### config.mk
export PLATFORM = sky130hd
export DESIGN_NAME = mem_port_arbiter
export DESIGN_NICKNAME = d
export VERILOG_FILES = /design/src/rtl/mem_port_arbiter_pkg.sv /design/src/rtl/mem_port_arbiter_lat_counter.sv /design/src/rtl/mem_port_arbiter.sv
export SDC_FILE = /design/constraint.sdc
export NUM_CORES = 1
export LEC_CHECK = 0
export CAP_MARGIN = 20
export CORE_MARGIN = 8
export CORE_UTILIZATION = 23
export CTS_BUF_LIST = sky130_fd_sc_hd__clkbuf_16
export CTS_CLUSTER_SIZE = 24
export DETAILED_ROUTE_END_ITERATION = 12
export GPL_TIMING_DRIVEN = 0
export MAX_ROUTING_LAYER = met4
export PLACE_DENSITY = 0.93
export SETUP_SLACK_MARGIN = 0.2
export SLEW_MARGIN = 20
export SYNTH_ARGS = -nofsm -noshare
export SYNTH_HDL_FRONTEND = slang
export SYNTH_HIERARCHICAL = 1
export SYNTH_SLANG_ARGS = --single-unit
export TNS_END_PERCENT = 5
### constraint.sdc
create_clock -name clk -period 2.5 [get_ports clk]
set_clock_uncertainty 0.1 [all_clocks]
set_input_delay 0.5 -clock clk [delete_from_list [all_inputs] [get_ports clk]]
set_output_delay 0.5 -clock clk [all_outputs]
set_load 0.01 [all_outputs]
### src/rtl/mem_port_arbiter_pkg.sv
// Shared definitions for mem_port_arbiter: FSM state, owner encodings and
// legal memory-latency bounds.
package mem_port_arbiter_pkg;

    localparam int unsigned MEM_LAT_MIN = 1;
    localparam int unsigned MEM_LAT_MAX = 4;
    localparam int unsigned CNT_W       = 3;

    typedef enum logic {
        ST_IDLE,
        ST_WAIT
    } arb_state_t;

    typedef enum logic [1:0] {
        OWN_NONE = 2'd0,
        OWN_IF   = 2'd1,
        OWN_D    = 2'd2
    } owner_t;

endpackage

### src/rtl/mem_port_arbiter_lat_counter.sv
// mem_lat_counter: loadable down-counter that stops at zero; 'last' flags
// the final latency cycle (cnt == 1).
module mem_lat_counter
    import mem_port_arbiter_pkg::*;
#(
    parameter int unsigned W = CNT_W
) (
    input  logic         clk,
    input  logic         rst,
    input  logic         load,
    input  logic [W-1:0] load_val,
    output logic [W-1:0] cnt,
    output logic         last
);

    always_ff @(posedge clk or negedge rst) begin
        if (!rst) begin
            cnt <= '0;
        end else if (load) begin
            cnt <= load_val;
        end else if (cnt != '0) begin
            cnt <= cnt - W'(1);
        end
    end

    assign last = (cnt == W'(1));

endmodule

### src/rtl/mem_port_arbiter.sv
// Two-requester arbiter for a single-port synchronous RAM with fixed latency.
// Define ARB_ROUND_ROBIN_EN for round-robin conflicts; default is data-port priority.
module mem_port_arbiter
    import mem_port_arbiter_pkg::*;
#(
    parameter int unsigned ADDR_W  = 11,
    parameter int unsigned DATA_W  = 32,
    parameter int unsigned MEM_LAT = 1
) (
    input  logic              clk,
    input  logic              rst,
    input  logic              if_req,
    input  logic [ADDR_W-1:0] if_addr,
    output logic              if_gnt,
    output logic              if_rvalid,
    output logic [DATA_W-1:0] if_rdata,
    input  logic              d_req,
    input  logic              d_we,
    input  logic [ADDR_W-1:0] d_addr,
    input  logic [DATA_W-1:0] d_wdata,
    output logic              d_gnt,
    output logic              d_rvalid,
    output logic [DATA_W-1:0] d_rdata,
    output logic              mem_en,
    output logic              mem_we,
    output logic [ADDR_W-1:0] mem_addr,
    output logic [DATA_W-1:0] mem_wdata,
    input  logic [DATA_W-1:0] mem_rdata
);

    if ((MEM_LAT < MEM_LAT_MIN) || (MEM_LAT > MEM_LAT_MAX)) begin : g_bad_lat
        $error("mem_port_arbiter: MEM_LAT=%0d outside %0d..%0d",
               MEM_LAT, MEM_LAT_MIN, MEM_LAT_MAX);
    end

    arb_state_t       state, state_nx;
    owner_t           owner, owner_nx;
    logic             op_we, op_we_nx;
    logic [CNT_W-1:0] cnt;
    logic             last;
    logic             ready;
    logic             if_win;
    logic             if_sel;
    logic             d_sel;
    logic             done;

    mem_lat_counter #(.W(CNT_W)) u_lat_cnt (
        .clk      (clk),
        .rst      (rst),
        .load     (if_sel | d_sel),
        .load_val (CNT_W'(MEM_LAT)),
        .cnt      (cnt),
        .last     (last)
    );

    assign ready = (state == ST_IDLE) || ((state == ST_WAIT) && last);
    assign done  = (state == ST_WAIT) && last;

`ifdef ARB_ROUND_ROBIN_EN
    owner_t last_gnt;

    always_ff @(posedge clk or negedge rst) begin
        if (!rst) begin
            last_gnt <= OWN_D;
        end else if (if_sel || d_sel) begin
            last_gnt <= if_sel ? OWN_IF : OWN_D;
        end
    end

    assign if_win = if_req && (!d_req || (last_gnt == OWN_D));
`else
    // Data port wins conflicts: it carries the older instruction.
    assign if_win = if_req && !d_req;
`endif

    assign if_sel = rst && ready && if_win;
    assign d_sel  = rst && ready && d_req && !if_win;

    always_ff @(posedge clk or negedge rst) begin
        if (!rst) begin
            state <= ST_IDLE;
            owner <= OWN_NONE;
            op_we <= 1'b0;
        end else begin
            state <= state_nx;
            owner <= owner_nx;
            op_we <= op_we_nx;
        end
    end

    always_comb begin
        state_nx  = state;
        owner_nx  = owner;
        op_we_nx  = op_we;
        if_gnt    = 1'b0;
        d_gnt     = 1'b0;
        mem_en    = 1'b0;
        mem_we    = 1'b0;
        mem_addr  = '0;
        mem_wdata = '0;
        if (if_sel) begin
            if_gnt   = 1'b1;
            mem_en   = 1'b1;
            mem_addr = if_addr;
            state_nx = ST_WAIT;
            owner_nx = OWN_IF;
            op_we_nx = 1'b0;
        end else if (d_sel) begin
            d_gnt     = 1'b1;
            mem_en    = 1'b1;
            mem_we    = d_we;
            mem_addr  = d_addr;
            mem_wdata = d_wdata;
            state_nx  = ST_WAIT;
            owner_nx  = OWN_D;
            op_we_nx  = d_we;
        end else if (done) begin
            state_nx = ST_IDLE;
            owner_nx = OWN_NONE;
            op_we_nx = 1'b0;
        end
    end

    // Completion is reported for the registered owner, independent of any new grant.
    assign if_rvalid = rst && done && (owner == OWN_IF);
    assign d_rvalid  = rst && done && (owner == OWN_D);
    assign if_rdata  = if_rvalid ? mem_rdata : '0;
    assign d_rdata   = (d_rvalid && !op_we) ? mem_rdata : '0;

endmodule

==> run_results.csv, run 1 <==
group,metric,value,unit
cts,cts_tree,"built",
logic_synthesis,syn_avg_cell_area,7.037,µm²
final_layout,final_nets,503,
setup_path,worstSetupPathType,"flip-flop to primary output",
setup_path,cp-end-kind,"primary output",
cts,cts_made_buffers,3,
final_layout,post-route-util,0.6846,
logic_synthesis,synth.distinct_cells,33,
placement,dp_hpwl,7220,µm
final_layout,antenna_cells,0,
placement,port_buffers,203,
route,vias,2164,
route,initialDrtViolationCount,36,
die,row_count,27,
logic_synthesis,yosysTopAreaCellShare,0.4617,
cts,clock_path_buffers,2,
sta,layout_min_cycle_time,2.629,ns
die,die_height,90.42,µm
setup_path,worstPathRequired,1.90,ns
power,clockPowerShare,0.179,
final_layout,area_growth,192.3,%
cts,cts-hold-fix-buffers,0,
logic_synthesis,synth_seq_area_share,0.1375,
global_route,grt_usage,0.2070,
setup_path,worstPathCellList,"ha_4, and2b_2, buf_4, nand2b_4, and3_4, buf_6, buf_6, and2_1, buf_2",
final_layout,final_common_cell,"clkdlybuf4s50_1",
setup_path,cp_top_family,"simple AND/OR/NAND/NOR gates",
sta,fin_ws,-0.1290,ns
global_route,overflow,0,
sta,fin_tns_setup,-4.913,ns
placement,dp.cells,457,
flow_run,maxCapViolations,0,
power,p_seq_frac,0.165,
logic_synthesis,synthesis.area,0.001274,mm²
final_layout,seqCellArea,175.2,µm²
route,drc,0,
power,p_int,967.3,µW
die,initial_core_util,0.2342,
global_route,grt_pass1_vias,2365,
die,die_area,0.008175,mm²
route,vias_per_cell,4.508,
setup_path,startpoint_type,"flip-flop",
final_layout,fillers,455,
logic_synthesis,synth_cells,181,
global_route,antenna_found_initial,0,
final_layout,multiInputGateArea,0.001196,mm²
logic_synthesis,synth-seq-cells,7,
hold_path,hold_class,"input pin to asynchronous set/reset pin",
power,total_power,1534,µW
final_layout,final_cell_mix,"87 x clkdlybuf4s50_1, 66 x buf_6, 53 x and2_1",
logic_synthesis,yosysTopAreaCell,"and2_1",
sta,rsz0062_at_grt,"yes",
cts,insertion_delay,0.23,ns
sta,setup_viol,55,
placement,dpl_cell_area,0.003400,mm²
sta,maxSlewViolCount,0,
route,wl_per_cell,18.46,µm
power,powerDensity,412.0,mW/mm²
status,violations,"negative setup slack",
global_route,grt_pass1_wl,13190,µm
placement,place_congestion,0.9040,
power,p_sw_frac,0.3694,
power,power.switching,566.7,µW
final_layout,final_cells,480,
setup_path,path_buf_inv,4,
final_layout,drive_gt1_frac,0.4828,
sta,min_period_over_period,1.052,
cts,cts_num_sinks,7,
route,totalWireLength,8863,µm
cts,cts_root_buffer,"clkbuf_16",
power,worst_ir_drop_vdd,536.1,µV
power,p_leak,0.001874,µW
die,die_w,90.42,µm
logic_synthesis,ys_warn_count,6,
sta,hold_viol_final,0,
setup_path,slowest_stage,"dfrtp_1",
final_layout,final_area,0.003724,mm²
die,fp.coreArea,0.005439,mm²
status,status,"finished, violations left",
setup_path,critPathArrivalTime,2.03,ns
sta,fmax,380.4,MHz
die,io_pins,204,
setup_path,critPathMaxFanout,10,
logic_synthesis,ys_top_cells_by_area,"and2_1 46%, dfrtp_1 14%, a22oi_1 6.5%, nor2_1 4.1%, buf_2 3.1%",
setup_path,crit_path_frequent_cell,"buf_6",
setup_path,slowest_delay,0.40,ns
cts,clkTransAtPathRegs,0.04,ns
global_route,grt_max_degree,12,
route,first_pass_iters,4,
route,ant_nets,0,
cts,ctsHtreeMaxLevel,1,
power,combPwrFrac,0.656,
-- cell usage after synthesis (all sizes together) --
| library cell | count |
|---|---|
| a311oi | 1 |
| and3 | 1 |
| or2b | 1 |
| a22oi | 11 |
| o211ai | 1 |
| a31oi | 1 |
| clkbuf | 2 |
| a32o | 1 |
| and2b | 1 |
| ha | 3 |
| dfrtp | 7 |
| nor4b | 3 |
| nor2b | 4 |
| o21ai | 2 |
| and2 | 94 |
| nor3b | 4 |
| conb | 2 |
| nor2 | 14 |
| inv | 5 |
| nand2 | 3 |
| buf | 11 |
| a31o | 1 |
| nand2b | 3 |
| a221oi | 1 |
| nand3 | 1 |
| or3b | 2 |
| or2 | 1 |
-- path summary, 6_finish.rpt --
kind	startpoint	endpoint	slack (ns)	depth (start not counted)
max in group asynchronous	rst	op_we$_DFFE_PN0P_	1.93	1
setup reg to reg	u_lat_cnt/cnt[0]$_DFFE_PN0P_	u_lat_cnt/cnt[0]$_DFFE_PN0P_	0.52	9
hold reg to reg	owner[1]$_DFFE_PN0P_	owner[1]$_DFFE_PN0P_	0.51	1
min in group clk	owner[1]$_DFFE_PN0P_	owner[1]$_DFFE_PN0P_	0.51	1
hold / removal	rst	u_lat_cnt/cnt[1]$_DFFE_PN0P_	0.14	1
setup / recovery	u_lat_cnt/cnt[0]$_DFFE_PN0P_	mem_wdata[12]	-0.13	9
-- registers in the layout, summed over array words and instances, names as in the netlist --
signal,flops
state,1
u_lat_cnt/cnt,3
owner,2
op_we,1
-- power groups by stage --
stage	sequential, µW	combinational (µW)	clock, µW
after floorplan	217	398	0
after global placement	229	844	0
after detailed placement	233	871	0
after CTS	246	945	279
after global routing	264	1080	285
final	254	1010	274
-- per-layer routing --
layer,GRT usage,up-vias,part of all wire
met5,-,-,0
met4,0.05132,0,0.019
met3,0.04156,12,0.059
met2,0.4012,119,0.55
met1,0.2043,995,0.37
li1,-,1038,-
-- cell type report --
type / instances / share of cell area
clock buffer: 3 / 0.02016
sequential: 7 / 0.04704
timing repair buffer: 222 / 0.5423
clock inverter: 1 / 0.001008
multi-input combinational: 157 / 0.3212
tap: 72 / 0.02419
inverter: 5 / 0.005040
buffer: 13 / 0.03898
-- stage by stage --
step / worst slack (ns) / hold WS [ns]
detailed placement: -1.015 / 0.4551
global route: -0.2083 / 0.1517
global placement: -0.9992 / 0.4407
finish: -0.1290 / 0.1390
floorplan: 0.3177 / 0.1044
CTS: -0.2187 / 0.1360
-- cell families (layout without fill, tap and decap cells) --
logic type	after synthesis	after routing	share of synthesized area
AO/OA/AOI/OAI	19	19	0.1120
adder cells (fa/ha/maj)	3	3	0.02947
buffers and inverters	18	244	0.06975
flip-flops	7	7	0.1375
other	2	3	0.005896
AND/OR/NAND/NOR	132	132	0.6454
-- what timing repair did --
item	4_1_cts	5_1_grt
resized for setup	517	63
gates cloned	4	0
endpoints found under the setup margin	116	113
setup buffers	12	3
pin swaps	14	28
Note: power is estimated with default switching activity, not from simulation.
==> run 2: changes to the inputs <==
--- a/config.mk
+++ b/config.mk
@@ -7,7 +7,7 @@
 export LEC_CHECK = 0
 export CAP_MARGIN = 20
 export CORE_MARGIN = 8
-export CORE_UTILIZATION = 23
+export CORE_UTILIZATION = 22
 export CTS_BUF_LIST = sky130_fd_sc_hd__clkbuf_16
 export CTS_CLUSTER_SIZE = 24
 export DETAILED_ROUTE_END_ITERATION = 12
@@ -15,9 +15,9 @@
 export MAX_ROUTING_LAYER = met4
 export PLACE_DENSITY = 0.93
 export SETUP_SLACK_MARGIN = 0.2
+export SKIP_CTS_REPAIR_TIMING = 1
 export SLEW_MARGIN = 20
 export SYNTH_ARGS = -nofsm -noshare
 export SYNTH_HDL_FRONTEND = slang
-export SYNTH_HIERARCHICAL = 1
 export SYNTH_SLANG_ARGS = --single-unit
 export TNS_END_PERCENT = 5
==> run 2 against run 1 <==
The run still ends with negative setup slack left. Area after synthesis is 6.4% lower. Critical endpoint is now mem_wdata[24]. Sequential power hardly changed. Combinational power is 9% higher. First-iteration DRC count is 5.6% higher. Global-route usage is 4.1 points lower. Setup slack better by 0.068 ns. Sequential share of layout area is 0.26 points higher. Final cell count is 2.7% lower. Clock power is 2% lower. Non-clock buffer count is 3 lower. Flip-flop and latch count stayed put. Largest power group unchanged. Die area is 1.8% lower.
==> run_results.csv, run 2 <==
group,metric,value,unit
status,status,"finished, violations left",
status,violations,"negative setup slack",
placement,dpl_cell_area,0.003314,mm²
sta,setup_viol,1,
final_layout,final_cell_mix,"91 x clkdlybuf4s50_1, 70 x and2_1, 47 x buf_6",
global_route,antenna_found_initial,0,
power,p_sw_frac,0.3753,
logic_synthesis,synth_ff_type,"dfrtp_1",
die,die_height,89.62,µm
final_layout,largest_reg_flops,3,
route,initialDrtViolationCount,38,
logic_synthesis,ys_warn_count,0,
final_layout,top_regs,"u_lat_cnt.cnt x3, owner x2",
flow_run,maxCapViolations,0,
route,route.top_layer_used,"met4",
final_layout,drive_gt1_frac,0.4101,
hold_path,hold_class,"input pin to asynchronous set/reset pin",
sta,maxSlewViolCount,0,
setup_path,worstPathRequired,1.90,ns
cts,cts_tree,"built",
sta,fin_ws,-0.06142,ns
cts,cts_made_buffers,3,
power,p_int,1012,µW
route,dr_wl_met2,4157,µm
placement,port_buffers,203,
cts,cts_root_buffer,"clkbuf_16",
setup_path,slowest_stage,"clkdlybuf4s50_1",
sta,relSlewSlack,0.7297,
logic_synthesis,yosysTopAreaCellShare,0.5089,
setup_path,critPathArrivalTime,1.96,ns
placement,place_congestion,0.8279,
sta,tightest_slew,0.4054,ns
route,wl_met1,2765,µm
logic_synthesis,yosysTopAreaCell,"and2_1",
sta,rsz0062_at_grt,"yes",
final_layout,max_flop_register,"u_lat_cnt.cnt",
setup_path,startpoint_type,"flip-flop",
die,row_count,27,
route,vias_per_cell,4.323,
logic_synthesis,synth.distinct_cells,24,
power,powerDensity,452.7,mW/mm²
logic_synthesis,synth_edf_count,0,
logic_synthesis,ys_top_cells_by_area,"and2_1 51%, dfrtp_1 15%, a22oi_1 6.9%, nor2_1 4.7%, ha_1 3.1%",
sta,hold_viol_final,0,
sta,timing.hold.ws,0.02506,ns
setup_path,setup.reg_to_reg.worst_slack,1.05,ns
setup_path,cp_top_family,"buffers and inverters",
power,p_seq_frac,0.157,
logic_synthesis,synth_cells,170,
cts,insertion_delay,0.23,ns
final_layout,final_cells,467,
global_route,grt_usage,0.1659,
global_route,grt_pass1_vias,1986,
route,met3_length,950,µm
logic_synthesis,synth-seq-cells,7,
final_layout,final_area,0.003580,mm²
route,first_pass_iters,4,
route,totalWireLength,7969,µm
logic_synthesis,synthesis.area,0.001192,mm²
logic_synthesis,ys_async_sr_fraction,1.000,
setup_path,cp-end-kind,"primary output",
power,clockPowerShare,0.166,
logic_synthesis,yosys-top-cells-count,"97 x and2_1, 15 x nor2_1, 11 x a22oi_1, 7 x clkbuf_1, 7 x dfrtp_1",
route,drc,0,
logic_synthesis,synth.most_common_cell,"and2_1",
setup_path,critPathMaxFanout,6,
placement,dp_hpwl,6352,µm
logic_synthesis,synth_seq_area_share,0.1469,
die,die_w,89.62,µm
final_layout,final_common_cell,"clkdlybuf4s50_1",
global_route,grt_max_degree,13,
power,p_leak,0.002110,µW
die,io_pins,204,
route,vias,2019,
setup_path,worstSetupPathType,"flip-flop to primary output",
final_layout,final_nets,490,
sta,layout_min_cycle_time,2.561,ns
die,die_area,0.008032,mm²
global_route,overflow,0,
cts,clock_path_buffers,2,
die,initial_core_util,0.2220,
final_layout,area_growth,200.2,%
setup_path,slowest_delay,0.53,ns
logic_synthesis,syn_nets,264,
power,combPwrFrac,0.677,
power,total_power,1620,µW
power,worst_ir_drop_vdd,284.2,µV
global_route,grt_pass1_wl,9922,µm
sta,fmax,390.4,MHz
setup_path,worstPathCellList,"inv_2, ha_4, nand2b_4, a21oi_4, buf_6, and2_1, clkdlybuf4s50_1",
setup_path,path_buf_inv,3,
placement,place_ws,-1.072,ns
cts,clkTransAtPathRegs,0.04,ns
die,fp.coreArea,0.005371,mm²
logic_synthesis,syn_avg_cell_area,7.014,µm²
route,wl_per_cell,17.06,µm
placement,dp.cells,445,
route,ant_nets,0,
cts,ctsHtreeMaxLevel,1,
final_layout,antenna_cells,0,
sta,min_period_over_period,1.025,
power,power.switching,608.1,µW
cts,cts_num_sinks,7,
==> run 2: logic make-up (layout without fill, tap and decap cells) <==
| group | Yosys count | count (layout) | synth area share |
|---|---|---|---|
| flip-flops | 7 | 7 | 0.1469 |
| adder cells (fa/ha/maj) | 3 | 3 | 0.03148 |
| AND/OR/NAND/NOR | 123 | 123 | 0.6285 |
| buffers and inverters | 15 | 239 | 0.05247 |
| AO/OA/AOI/OAI | 20 | 21 | 0.1238 |
| multiplexers | 1 | 1 | 0.009443 |
| XOR/XNOR | 1 | 1 | 0.007347 |
==> run 2: worst register-to-register path, delay by kind of cell (launching register included) <==
kind	cells	cell delay (ns)
multiplexers	1	0.31
flip-flops	1	0.38
AND/OR/NAND/NOR	1	0.09
AO/OA/AOI/OAI	1	0.21
adder cells (fa/ha/maj)	1	0.16
buffers and inverters	1	0.08
==> run 2: cell type report <==
class / count / area, µm²
buffer: 12 / 120.1
clock buffer: 3 / 75.07
timing repair buffer: 220 / 2004
tap: 72 / 90.09
sequential: 7 / 177.7
multi-input combinational: 149 / 1096
clock inverter: 1 / 5.005
inverter: 3 / 11.26
fill: 435 / 1792
==> run 2: power by group through the flow <==
| stage | clock network (µW) | logic [µW] | registers (µW) |
|---|---|---|---|
| 2_1_floorplan | 0 | 448 | 212 |
| 3_3_place_gp | 0 | 950 | 220 |
| 3_5_place_dp | 0 | 967 | 224 |
| 4_1_cts | 274 | 978 | 224 |
| 5_1_grt | 279 | 1200 | 265 |
| 6_report | 269 | 1100 | 255 |
==> run 2: stage by stage <==
step	utilization	setup TNS [ns]
2_1_floorplan	-	0
4_1_cts	0.6320	-97.08
6_report	0.6664	-0.06142
3_3_place_gp	0.6171	-91.44
3_5_place_dp	0.6171	-95.93
5_1_grt	0.6664	-1.618
==> run 2: final timing paths <==
path / startpoint / endpoint / cells after the start
max: u_lat_cnt.cnt[1]$_DFFE_PN0P_ / mem_wdata[24] / 7
min: rst / u_lat_cnt.cnt[2]$_DFFE_PN0P_ / 1
max reg2reg: u_lat_cnt.cnt[1]$_DFFE_PN0P_ / owner[0]$_DFFE_PN0P_ / 5
min reg2reg: u_lat_cnt.cnt[2]$_DFFE_PN0P_ / u_lat_cnt.cnt[2]$_DFFE_PN0P_ / 2
max in group asynchronous: rst / u_lat_cnt.cnt[0]$_DFFE_PN0P_ / 1
min in group clk: u_lat_cnt.cnt[2]$_DFFE_PN0P_ / u_lat_cnt.cnt[2]$_DFFE_PN0P_ / 2
==> run 2: metal layers <==
layer | GRT usage | vias to the layer above
met1 | 0.1586 | 879
met3 | 0.05823 | 6
met2 | 0.3115 | 134
met5 | - | -
li1 | - | 1000
met4 | 0.03625 | 0
==> run 3: changes to the inputs <==
--- a/config.mk
+++ b/config.mk
@@ -20,4 +20,4 @@
 export SYNTH_ARGS = -nofsm -noshare
 export SYNTH_HDL_FRONTEND = slang
 export SYNTH_SLANG_ARGS = --single-unit
-export TNS_END_PERCENT = 5
+export TNS_END_PERCENT = 30
==> run 3 against run 2 <==
The flow still finishes with violations (negative setup slack). Setup slack improved by 0.0018 ns. Sequential share of layout area down 0.24 points. Die area is the same. Register-to-register slack about the same. Core utilization increased by 3.4 points. Critical endpoint unchanged. Largest cell class unchanged. Flip-flop and latch count stayed put. Fmax is essentially flat. Power is 3.1% higher.
==> run_results.csv, run 3 (synthesized netlist as in run 2, its figures left out) <==
group,metric,value,unit
route,wl_per_cell,17.65,µm
final_layout,drive_gt1_frac,0.4586,
status,status,"finished, violations left",
setup_path,rr_endpoint,"owner[0]$_DFFE_PN0P_",
cts,clock_path_buffers,2,
final_layout,area_growth,215.3,%
sta,fin_tns_setup,-0.2080,ns
power,worst_ir_drop_vdd,284.2,µV
die,initial_core_util,0.2220,
sta,maxSlewViolCount,0,
die,die_w,89.62,µm
final_layout,top_regs,"u_lat_cnt.cnt x3, owner x2",
sta,tightest_slew,0.4053,ns
placement,place_congestion,0.8279,
die,io_pins,204,
placement,dp.cells,445,
final_layout,final_common_cell,"clkdlybuf4s50_1",
cts,ctsHtreeMaxLevel,1,
placement,port_buffers,203,
setup_path,worstRegToRegCells,5,
cts,cts_num_sinks,7,
route,ant_nets,0,
setup_path,startpoint_type,"flip-flop",
route,totalWireLength,8312,µm
route,drc,0,
final_layout,multiInputGateArea,0.001139,mm²
power,powerDensity,444.1,mW/mm²
setup_path,critPathMaxFanout,6,
setup_path,critPathArrivalTime,1.96,ns
route,vias_per_cell,4.376,
route,initialDrtViolationCount,46,
final_layout,post-route-util,0.7000,
die,row_count,27,
setup_path,worstPathRequired,1.90,ns
setup_path,setup.reg_to_reg.worst_slack,1.06,ns
final_layout,fillers,401,
setup_path,worstSetupPathType,"flip-flop to primary output",
cts,clkTransAtPathRegs,0.04,ns
cts,cts_root_buffer,"clkbuf_16",
die,die_area,0.008032,mm²
final_layout,final_cells,471,
cts,insertion_delay,0.23,ns
route,vias,2061,
die,die_height,89.62,µm
cts,cts_made_buffers,3,
placement,place_ws,-1.072,ns
die,fp.coreArea,0.005371,mm²
final_layout,final_cell_mix,"91 x clkdlybuf4s50_1, 65 x buf_6, 53 x and2_1",
setup_path,r2r-start,"u_lat_cnt.cnt[1]$_DFFE_PN0P_",
sta,setup_viol,9,
global_route,grt_pass1_vias,1986,
sta,rsz0062_at_grt,"yes",
flow_run,maxCapViolations,0,
cts,cts_tree,"built",
status,violations,"negative setup slack",
hold_path,hold_class,"input pin to asynchronous set/reset pin",
final_layout,antenna_cells,0,
sta,relSlewSlack,0.7298,
global_route,overflow,0,
sta,fmax,390.7,MHz
global_route,antenna_found_initial,0,
sta,layout_min_cycle_time,2.560,ns
final_layout,seqCellArea,177.7,µm²
route,first_pass_iters,4,
final_layout,largest_reg_flops,3,
global_route,grt_usage,0.1659,
final_layout,final_nets,494,
power,p_leak,0.002169,µW
sta,min_period_over_period,1.024,
setup_path,cp-end-kind,"primary output",
global_route,grt_pass1_wl,9922,µm
sta,hold_viol_final,0,
sta,fin_ws,-0.05964,ns
placement,dp_hpwl,6352,µm
final_layout,max_flop_register,"u_lat_cnt.cnt",
global_route,grt_max_degree,13,
run 3: cell types whose count changed in the layout (fill, tap and decap cells not counted), moves of 2 or more:
cell and change:
and2_1 -17, buf_2 -12, buf_4 -2, buf_6 +18, and2_4 +17
run 3: worst max-delay path by stage:
stage / startpoint / to / slack, ns / depth (start not counted)
2_1_floorplan: u_lat_cnt.cnt[1]$_DFFE_PN0P_ / mem_wdata[23] / 0.43 / 6
3_3_place_gp: rst / if_rdata[20] / -0.99 / 6
3_5_place_dp: rst / if_rdata[16] / -1.07 / 6
4_1_cts: rst / if_rdata[16] / -1.08 / 6
5_1_grt: u_lat_cnt.cnt[1]$_DFFE_PN0P_ / mem_wdata[24] / -0.14 / 7
6_report: u_lat_cnt.cnt[1]$_DFFE_PN0P_ / mem_wdata[24] / -0.06 / 7
run 3: final cells by class:
| type | count | share of cell area |
|---|---|---|
| sequential | 7 | 0.04725 |
| buffer | 12 | 0.03394 |
| clock buffer | 3 | 0.01997 |
| multi-input combinational | 149 | 0.3028 |
| tap | 72 | 0.02396 |
| clock inverter | 1 | 0.001331 |
| timing repair buffer | 224 | 0.5677 |
| inverter | 3 | 0.002995 |
run 3: critical path, stage by stage (launching register included):
cell and delay [ns]:
dfrtp_1 0.38, inv_2 0.08, ha_4 0.16, nand2b_4 0.09, a21oi_4 0.23, buf_6 0.15
and2_1 0.11, clkdlybuf4s50_1 0.53
run 3: per-layer routing:
layer,global-route usage,vias to the layer above,share of wire
met4,0.03625,0,0.0090
met1,0.1586,912,0.34
met5,-,-,0
met2,0.3115,135,0.53
met3,0.05823,6,0.12
li1,-,1008,-
run 3: metrics by stage:
| stage | area (µm²) | hold slack [ns] | total power, µW |
|---|---|---|---|
| 4_1_cts | 3395 | 0.4365 | 1477 |
| 6_report | 3760 | 0.02499 | 1670 |
| 5_1_grt | 3760 | 0.03381 | 1795 |
| 3_3_place_gp | 3314 | 0.4002 | 1170 |
| 2_1_floorplan | 1192 | 0.1044 | 660.2 |
| 3_5_place_dp | 3314 | 0.4294 | 1191 |
run 3: power by group:
part | internal [µW] | total [µW] | switching [µW]
sequential | 172 | 254 | 82.2
clock | 210 | 269 | 59.7
combinational | 665 | 1150 | 481
total | 1050 | 1670 | 623
